$ cat config.mk
export PLATFORM = sky130hd
export DESIGN_NAME = multdiv_sequencer
export DESIGN_NICKNAME = d
export VERILOG_FILES = /design/src/rtl/multdiv_sequencer_pkg.sv /design/src/rtl/multdiv_sequencer.sv
export SDC_FILE = /design/constraint.sdc
export NUM_CORES = 1
export LEC_CHECK = 0
export ABC_AREA = 0
export CORE_MARGIN = 1
export CORE_UTILIZATION = 30
export CTS_BUF_LIST = sky130_fd_sc_hd__clkbuf_8
export DETAILED_ROUTE_END_ITERATION = 8
export PLACE_DENSITY = 0.62
export SETUP_SLACK_MARGIN = 0.2
export SYNTH_ARGS = -nofsm -noshare
export SYNTH_HDL_FRONTEND = slang
export SYNTH_SLANG_ARGS = --single-unit
$ cat constraint.sdc
create_clock -name i_clock -period 3.92 [get_ports i_clock]
set_input_delay 0.784 -clock i_clock [delete_from_list [all_inputs] [get_ports i_clock]]
set_output_delay 0.784 -clock i_clock [all_outputs]
set_load 0.05 [all_outputs]
$ cat src/rtl/multdiv_sequencer_pkg.sv
// Shared opcode, ALU-op and exception constants plus the FSM state type for the X-stage multiply/divide sequencer.
package multdiv_sequencer_pkg;

  localparam logic [4:0] OP_RTYPE = 5'b00000;
  localparam logic [4:0] ALU_MUL  = 5'b00110;
  localparam logic [4:0] ALU_DIV  = 5'b00111;

  localparam int DEF_TIMEOUT       = 64;
  localparam int DEF_STATUS_REG    = 30;
  localparam int DEF_MULT_EXC_CODE = 4;
  localparam int DEF_DIV_EXC_CODE  = 5;

  typedef enum logic [1:0] {
    ST_IDLE = 2'd0,
    ST_BUSY = 2'd1,
    ST_DONE = 2'd2
  } md_state_e;

  function automatic logic f_is_md(input logic valid, input logic [4:0] opcode, input logic [4:0] aluop);
    return valid && (opcode == OP_RTYPE) && ((aluop == ALU_MUL) || (aluop == ALU_DIV));
  endfunction

endpackage

$ cat src/rtl/multdiv_sequencer.sv
// Starts the multi-cycle mul/div unit from X, stalls the front of the pipe while it works,
// then presents the result (or an rstatus exception write) for one cycle.
//
// state | meaning
// IDLE  | waiting for a mul/div in X; start pulse issued combinationally on detection
// BUSY  | unit working; counting cycles until md_ready or timeout
// DONE  | registered result presented for one cycle while the instruction moves to M
module multdiv_sequencer
  import multdiv_sequencer_pkg::*;
#(
  parameter int TIMEOUT       = DEF_TIMEOUT,
  parameter int STATUS_REG    = DEF_STATUS_REG,
  parameter int MULT_EXC_CODE = DEF_MULT_EXC_CODE,
  parameter int DIV_EXC_CODE  = DEF_DIV_EXC_CODE
) (
  input  logic        i_clock,
  input  logic        i_reset,
  input  logic        i_x_valid,
  input  logic [4:0]  i_x_opcode,
  input  logic [4:0]  i_x_aluop,
  input  logic [4:0]  i_x_rd,
  output logic        o_md_start_mult,
  output logic        o_md_start_div,
  input  logic        i_md_ready,
  input  logic        i_md_exception,
  input  logic [31:0] i_md_result,
  output logic        o_stall,
  output logic        o_bubble,
  output logic        o_res_valid,
  output logic [31:0] o_res_data,
  output logic [4:0]  o_res_rd,
  output logic        o_res_exc
);

  localparam int CW = $clog2(TIMEOUT) + 1;
  localparam logic [CW-1:0] CNT_LAST = CW'(TIMEOUT - 1);
  localparam logic [CW-1:0] CNT_MAX  = {CW{1'b1}};

  md_state_e     r_state;
  md_state_e     w_next;
  logic [CW-1:0] r_cnt;
  logic [4:0]    r_rd;
  logic          r_is_div;
  logic [31:0]   r_res_data;
  logic [4:0]    r_res_rd;
  logic          r_res_exc;
  logic          w_is_md;
  logic          w_is_div;

  assign w_is_md  = f_is_md(i_x_valid, i_x_opcode, i_x_aluop);
  assign w_is_div = (i_x_aluop == ALU_DIV);

  assign o_res_data = r_res_data;
  assign o_res_rd   = r_res_rd;
  assign o_res_exc  = r_res_exc;

  always_comb begin
    w_next          = r_state;
    o_md_start_mult = 1'b0;
    o_md_start_div  = 1'b0;
    o_stall         = 1'b0;
    o_bubble        = 1'b0;
    o_res_valid     = 1'b0;
    case (r_state)
      ST_IDLE: begin
        if (w_is_md) begin
          o_md_start_mult = !w_is_div;
          o_md_start_div  = w_is_div;
          o_stall         = 1'b1;
          o_bubble        = 1'b1;
          w_next          = ST_BUSY;
        end
      end
      ST_BUSY: begin
        o_stall  = 1'b1;
        o_bubble = 1'b1;
        if (i_md_ready || (r_cnt == CNT_LAST)) w_next = ST_DONE;
      end
      ST_DONE: begin
        o_res_valid = 1'b1;
        w_next      = ST_IDLE;
      end
      default: w_next = ST_IDLE;
    endcase
  end

  always_ff @(posedge i_clock) begin
    if (i_reset) begin
      r_state    <= ST_IDLE;
      r_cnt      <= '0;
      r_rd       <= '0;
      r_is_div   <= 1'b0;
      r_res_data <= '0;
      r_res_rd   <= '0;
      r_res_exc  <= 1'b0;
    end else begin
      r_state <= w_next;
      case (r_state)
        ST_IDLE: begin
          if (w_is_md) begin
            r_rd     <= i_x_rd;
            r_is_div <= w_is_div;
            r_cnt    <= '0;
          end
        end
        ST_BUSY: begin
          if (r_cnt != CNT_MAX) r_cnt <= r_cnt + 1'b1;
          // A ready in the final counted cycle still wins over the timeout.
          if (i_md_ready && !i_md_exception) begin
            r_res_data <= i_md_result;
            r_res_rd   <= r_rd;
            r_res_exc  <= 1'b0;
          end else if (i_md_ready || (r_cnt == CNT_LAST)) begin
            r_res_data <= r_is_div ? 32'(DIV_EXC_CODE) : 32'(MULT_EXC_CODE);
            r_res_rd   <= 5'(STATUS_REG);
            r_res_exc  <= 1'b1;
          end
        end
        default: ;
      endcase
    end
  end

endmodule

Word level (Yosys, flattened, before mapping)
Cells that the tools add are included.
{ "word_totals": {"register_bits": 53, "word_cells": 52, "out_inout_bits": 43, "in_bits": 52} }
{ "op_classes": {"mux": 20, "n_addsub": 1, "reduce_logical": 15, "eq_ne": 9} }
{ "ops": {"columns": ["operator", "n"], "rows": [
  ["$mux W32", 2],
  ["$mux W7", 2],
  ["$pmux W7 S2", 1],
  ["$eq A5 B3 Y1 const B", 2],
  ["$mux W5", 2],
  ["$mux W1", 9],
  ["$add A7 B1 Y7 const B", 1],
  ["$eq A7 B6 Y1 const B", 1],
  ["$ne A7 B7 Y1 const B", 1],
  ["$ne A2 B2 Y1 const B", 3],
  ["$reduce_and A2 Y1", 3],
  ["$logic_not A5 Y1", 1],
  ["$mux W2", 2],
  ["$pmux W2 S2", 1],
  ["$reduce_bool A2 Y1", 2],
  ["$logic_and A1 B1 Y1", 3],
  ["$reduce_and A3 Y1", 1],
  ["$eq A2 B1 Y1 const B", 1],
  ["$eq A2 B2 Y1 const B", 1],
  ["$logic_not A1 Y1", 2],
  ["$logic_not A2 Y1", 1],
  ["$logic_or A1 B1 Y1", 2],
  ["$pmux W1 S2", 1]
]} }

Logic depth before layout (Yosys ltp)
{ "logic_depth": {"word_depth": 5, "ltp_mapped": 6, "mapped_depth_nobuf": 5} }

Least setup slack after synthesis
No wires, ideal clock.
{ "synth_path": {"kind": "input to output", "startpoint": "input port i_x_opcode[1]", "endpoint": "output port o_stall", "cell_stages": 4, "required_ns": 3.136, "n_path_buf": 1, "arrival_time_ns": 2.502, "setup_slack_ns": 0.634, "path_cell_list": "nor4_2 -> nand3_2 -> a21oi_1 -> buf_4"} }
{ "synth_between": {"elab_chain_cells": 5} }
{ "synth_lines": {"columns": ["element", "line_no", "text"], "rows": [
  ["from (decl)", "multdiv_sequencer.sv:19", "input logic [4:0] i_x_opcode,"],
  ["$logic_not A5 Y1", "multdiv_sequencer_pkg.sv:20", "return valid && (opcode == OP_RTYPE) && ((aluop == ALU_MUL) || (aluop == ALU_DIV));"],
  ["$logic_and A1 B1 Y1 (2 in series)", "multdiv_sequencer_pkg.sv:20", null],
  ["$mux W1", null, null],
  ["$pmux W1 S2", null, null],
  ["to (decl)", "multdiv_sequencer.sv:27", "output logic o_stall,"]
]} }
No other way between the ends.

Worst setup path in the final report
{ "layout_path": {"startpoint": "input port i_x_opcode[1]", "endpoint": "output port o_md_start_div"} }
{ "layout_between": {"elab_chain_cells": 5} }
{ "layout_lines": {"columns": ["element", "line_no", "text"], "rows": [
  ["$logic_not A5 Y1", "multdiv_sequencer_pkg.sv:20", null],
  ["$logic_and A1 B1 Y1 (2 in series)", "multdiv_sequencer_pkg.sv:20", null],
  ["$mux W1", "multdiv_sequencer.sv:66", "if (w_is_md) begin"],
  ["$mux W1", "multdiv_sequencer.sv:64", "case (r_state)"],
  ["to (decl)", "multdiv_sequencer.sv:23", "output logic o_md_start_div,"]
]} }
No other way between the ends.

==> out/qor.yml <==
outcome:
  run_status: "finished with violations"
  violations: "design-rule violations"
route:
  final_antenna_net_count: 0
  wl_per_cell_um: 13.5
  wire_length_after_detailed_routing_um: 4780
  drc: 3
  vias_per_cell: 4.82
  dr.pass1.iters: 6
  detailedRoute.firstIterationViolations: 56
  via_count: 1702
run:
  total_of_max_cap_violations: 0
critical_path:
  max_stage_delay_ns: 0.83
  timing.critical_path.to_type: "output port"
  cp_common_cell: "sky130_fd_sc_hd__clkdlybuf4s50_1"
  cpMaxStageDelayCell: "sky130_fd_sc_hd__clkdlybuf4s50_1"
  peak_fanout_along_the_critical_path: 3
  worst_setup_path_start_kind: "input port"
  regToRegSetupSlack_ns: 1.75
  worstSetupStartpoint: "i_x_opcode[1]"
  timing.setup.critical_path_class: "in -> out"
  r2r-start: "r_cnt[0]$_SDFFE_PP0P_"
  timing.critical_path.arrival_ns: 2.73
  cp_data_required_time_ns: 3.14
  crit_path_cell_trace: "clkdlybuf4s50_1 -> nor4_2 -> nand3_1 -> nor2_1 -> clkdlybuf4s50_1"
cells_and_area:
  fillers: 646
  multiInputGateArea_um2: 863
  final_layout_size_suffix_gt1_share_pct: 17.4
  area_growth_syn_to_layout_pct: 51.1
  finalInstanceArea_um2: 3070
  layout.area.seq_um2: 1060
  antennaDiodeCount: 0
  fin_nets: 328
floorplanning:
  io_pins: 95
  std_cell_rows: 29
  die_x_um: 84.4
  start_util_pct: 31.5
  core_um2: 6460
  fp.dieArea_um2: 7110
  die-height_um: 84.4
placement:
  place_hpwl_um: 3430
  gp_congestion: 0.683
  placed_cell_areas_um2: 2980
  io_buffer_count: 94
  dp_slack_ns: 0.401
cts:
  numCtsBuffers: 5
  clock_path_buffers: 2
  clock-root-buffer: "sky130_fd_sc_hd__clkbuf_8"
  clock-sinks: 53
  clock_tree_from_tritoncts: "done"
  clkTransAtPathRegs_ns: 0.09
  cts_setup_buffers: 0
  post_cts_resize_count: 0
  holdBufCountCts: 0
  h-tree-depth: 2
  worstSkewPairLatency_ns: 0.30
sta:
  maxClockFrequency_ghz: 0.284
  rsz_0062_raised_after_global_routing: "false"
  clock_skew_ns: 0.00932
  finalHoldViolations: 0
  report.final.setup_viol: 0
  timing.setup.tns_ns: 0
  worst_slew_pin_slew_ns: 0.878
  fin_ws_ns: 0.402
  final_max_slew_viol_count: 0
  timing.final.crit_share_pct: 89.7
  worst_slew_margin_rel_pct: 41.2
  final.min_clock_period_ns: 3.52
hold_path:
  hold_path.class: "reg -> reg"
  hold_start: "o_res_data[10]$_SDFFE_PP0P_"
power_and_ir_drop:
  vdd_ir_drop_max_uv: 178
  power.density_cell_area_nw_per_um2: 303
  power_leakage_nw: 1.12
synthesis:
  avgSynthCellArea_um2: 10.9
  synth_sequential_area_ratio_pct: 52.2
  synthMostInstantiatedCell: "sky130_fd_sc_hd__dfxtp_1"
  synth_edf_count: 0
  synthDominantAreaCellType: "sky130_fd_sc_hd__dfxtp_1"
  synthesis.nets: 239
  synth_top_cells_by_count: "sky130_fd_sc_hd__dfxtp_1, sky130_fd_sc_hd__a22o_2, sky130_fd_sc_hd__nor2_1, sky130_fd_sc_hd__a21oi_1, sky130_fd_sc_hd__o21ai_0"
  syn_inst: 186
  synthDominantCellAreaShare_pct: 52.2
  synth_seq_cells: 53
  yosysWarnings: 0
  synth_ff_type: "sky130_fd_sc_hd__dfxtp_1"
  synthTopCellsByArea: "sky130_fd_sc_hd__dfxtp_1, sky130_fd_sc_hd__a22o_2, sky130_fd_sc_hd__a21oi_1, sky130_fd_sc_hd__mux2i_1, sky130_fd_sc_hd__nor2_1"
  netlist-cell-type-count: 37
  syn_area_um2: 2030
  postSynth.asyncResetShare_pct: 0
grt:
  gr-total-overflow: 0
  number_of_antenna_violations_at_the_first_check_in_global_routing: 0
  grt_max_degree: 32
  grt_pass1_wl_um: 7980
  grt_use_total_pct: 14.1
  grt_pass1_vias: 1716
critical path: cells and delay by family:
family                 cells  cell delay (ns)
AND/OR/NAND/NOR            3             0.70
buffers and inverters      2             1.25
per-stage QoR:
stage               instances  hold WS, ns  power [mW]  utilization [%]
floorplan                 186        0.454       0.571                -
global placement          345        0.456       0.622             46.1
detailed placement        345        0.458       0.623             46.1
CTS                       353        0.485       0.950             47.6
global route              353        0.498       0.975             47.6
finish                    353        0.480       0.932             47.6
state kept, by name, indices dropped and copies added, names as in the netlist:
name	flops
o_res_data	32
r_cnt	7
o_res_rd	5
r_rd	5
r_state	2
o_res_exc	1
r_is_div	1
power breakdown:
part | switching [mW] | total (mW) | internal [mW]
clock network | 0.177 | 0.323 | 0.146
logic | 0.0221 | 0.0714 | 0.0492
registers | 0.0000803 | 0.538 | 0.538
area by class of cell:
type | count | area share, %
sequential | 53 | 34.5
timing repair buffer | 95 | 30.7
multi-input combinational | 117 | 28.1
tap | 77 | 3.13
clock buffer | 6 | 2.69
clock inverter | 2 | 0.529
inverter | 3 | 0.366
placed cells by master (no fill, tap or decap), types with 3 or more instances in the layout:
master	instances
sky130_fd_sc_hd__inv_1	3
sky130_fd_sc_hd__clkdlybuf4s50_1	92
sky130_fd_sc_hd__a22o_2	26
sky130_fd_sc_hd__buf_4	3
sky130_fd_sc_hd__nand2_1	7
sky130_fd_sc_hd__nand3_1	4
sky130_fd_sc_hd__clkbuf_8	6
sky130_fd_sc_hd__a21oi_1	14
sky130_fd_sc_hd__o21ai_0	9
sky130_fd_sc_hd__a22o_1	5
sky130_fd_sc_hd__a311oi_1	4
sky130_fd_sc_hd__nor2_1	16
sky130_fd_sc_hd__dfxtp_1	53
sky130_fd_sc_hd__mux2i_1	6
sky130_fd_sc_hd__and3_1	3
cells by family after synthesis:
| logic type | Yosys count | share of synthesized area (%) |
|---|---|---|
| buffers and inverters | 16 | 5.41 |
| adder cells (fa/ha/maj) | 1 | 0.615 |
| flip-flops | 53 | 52.2 |
| AO/OA/AOI/OAI | 63 | 25.6 |
| AND/OR/NAND/NOR | 47 | 13.3 |
| multiplexers | 6 | 2.95 |
routing by layer:
metal	track usage (%)	up-vias	routed length (µm)
li1	-	858	-
met1	17.2	801	2070
met2	24.1	39	2390
met3	4.03	4	264
met4	4.62	0	51
met5	0	-	0
worst paths after layout:
check,endpoint,cells after the start
min reg2reg,o_res_data[10]$_SDFFE_PP0P_,1
max reg2reg,o_res_data[17]$_SDFFE_PP0P_,5
max,o_md_start_div,5
min,o_res_data[10]$_SDFFE_PP0P_,1
Power figures use the tool's default switching activity.
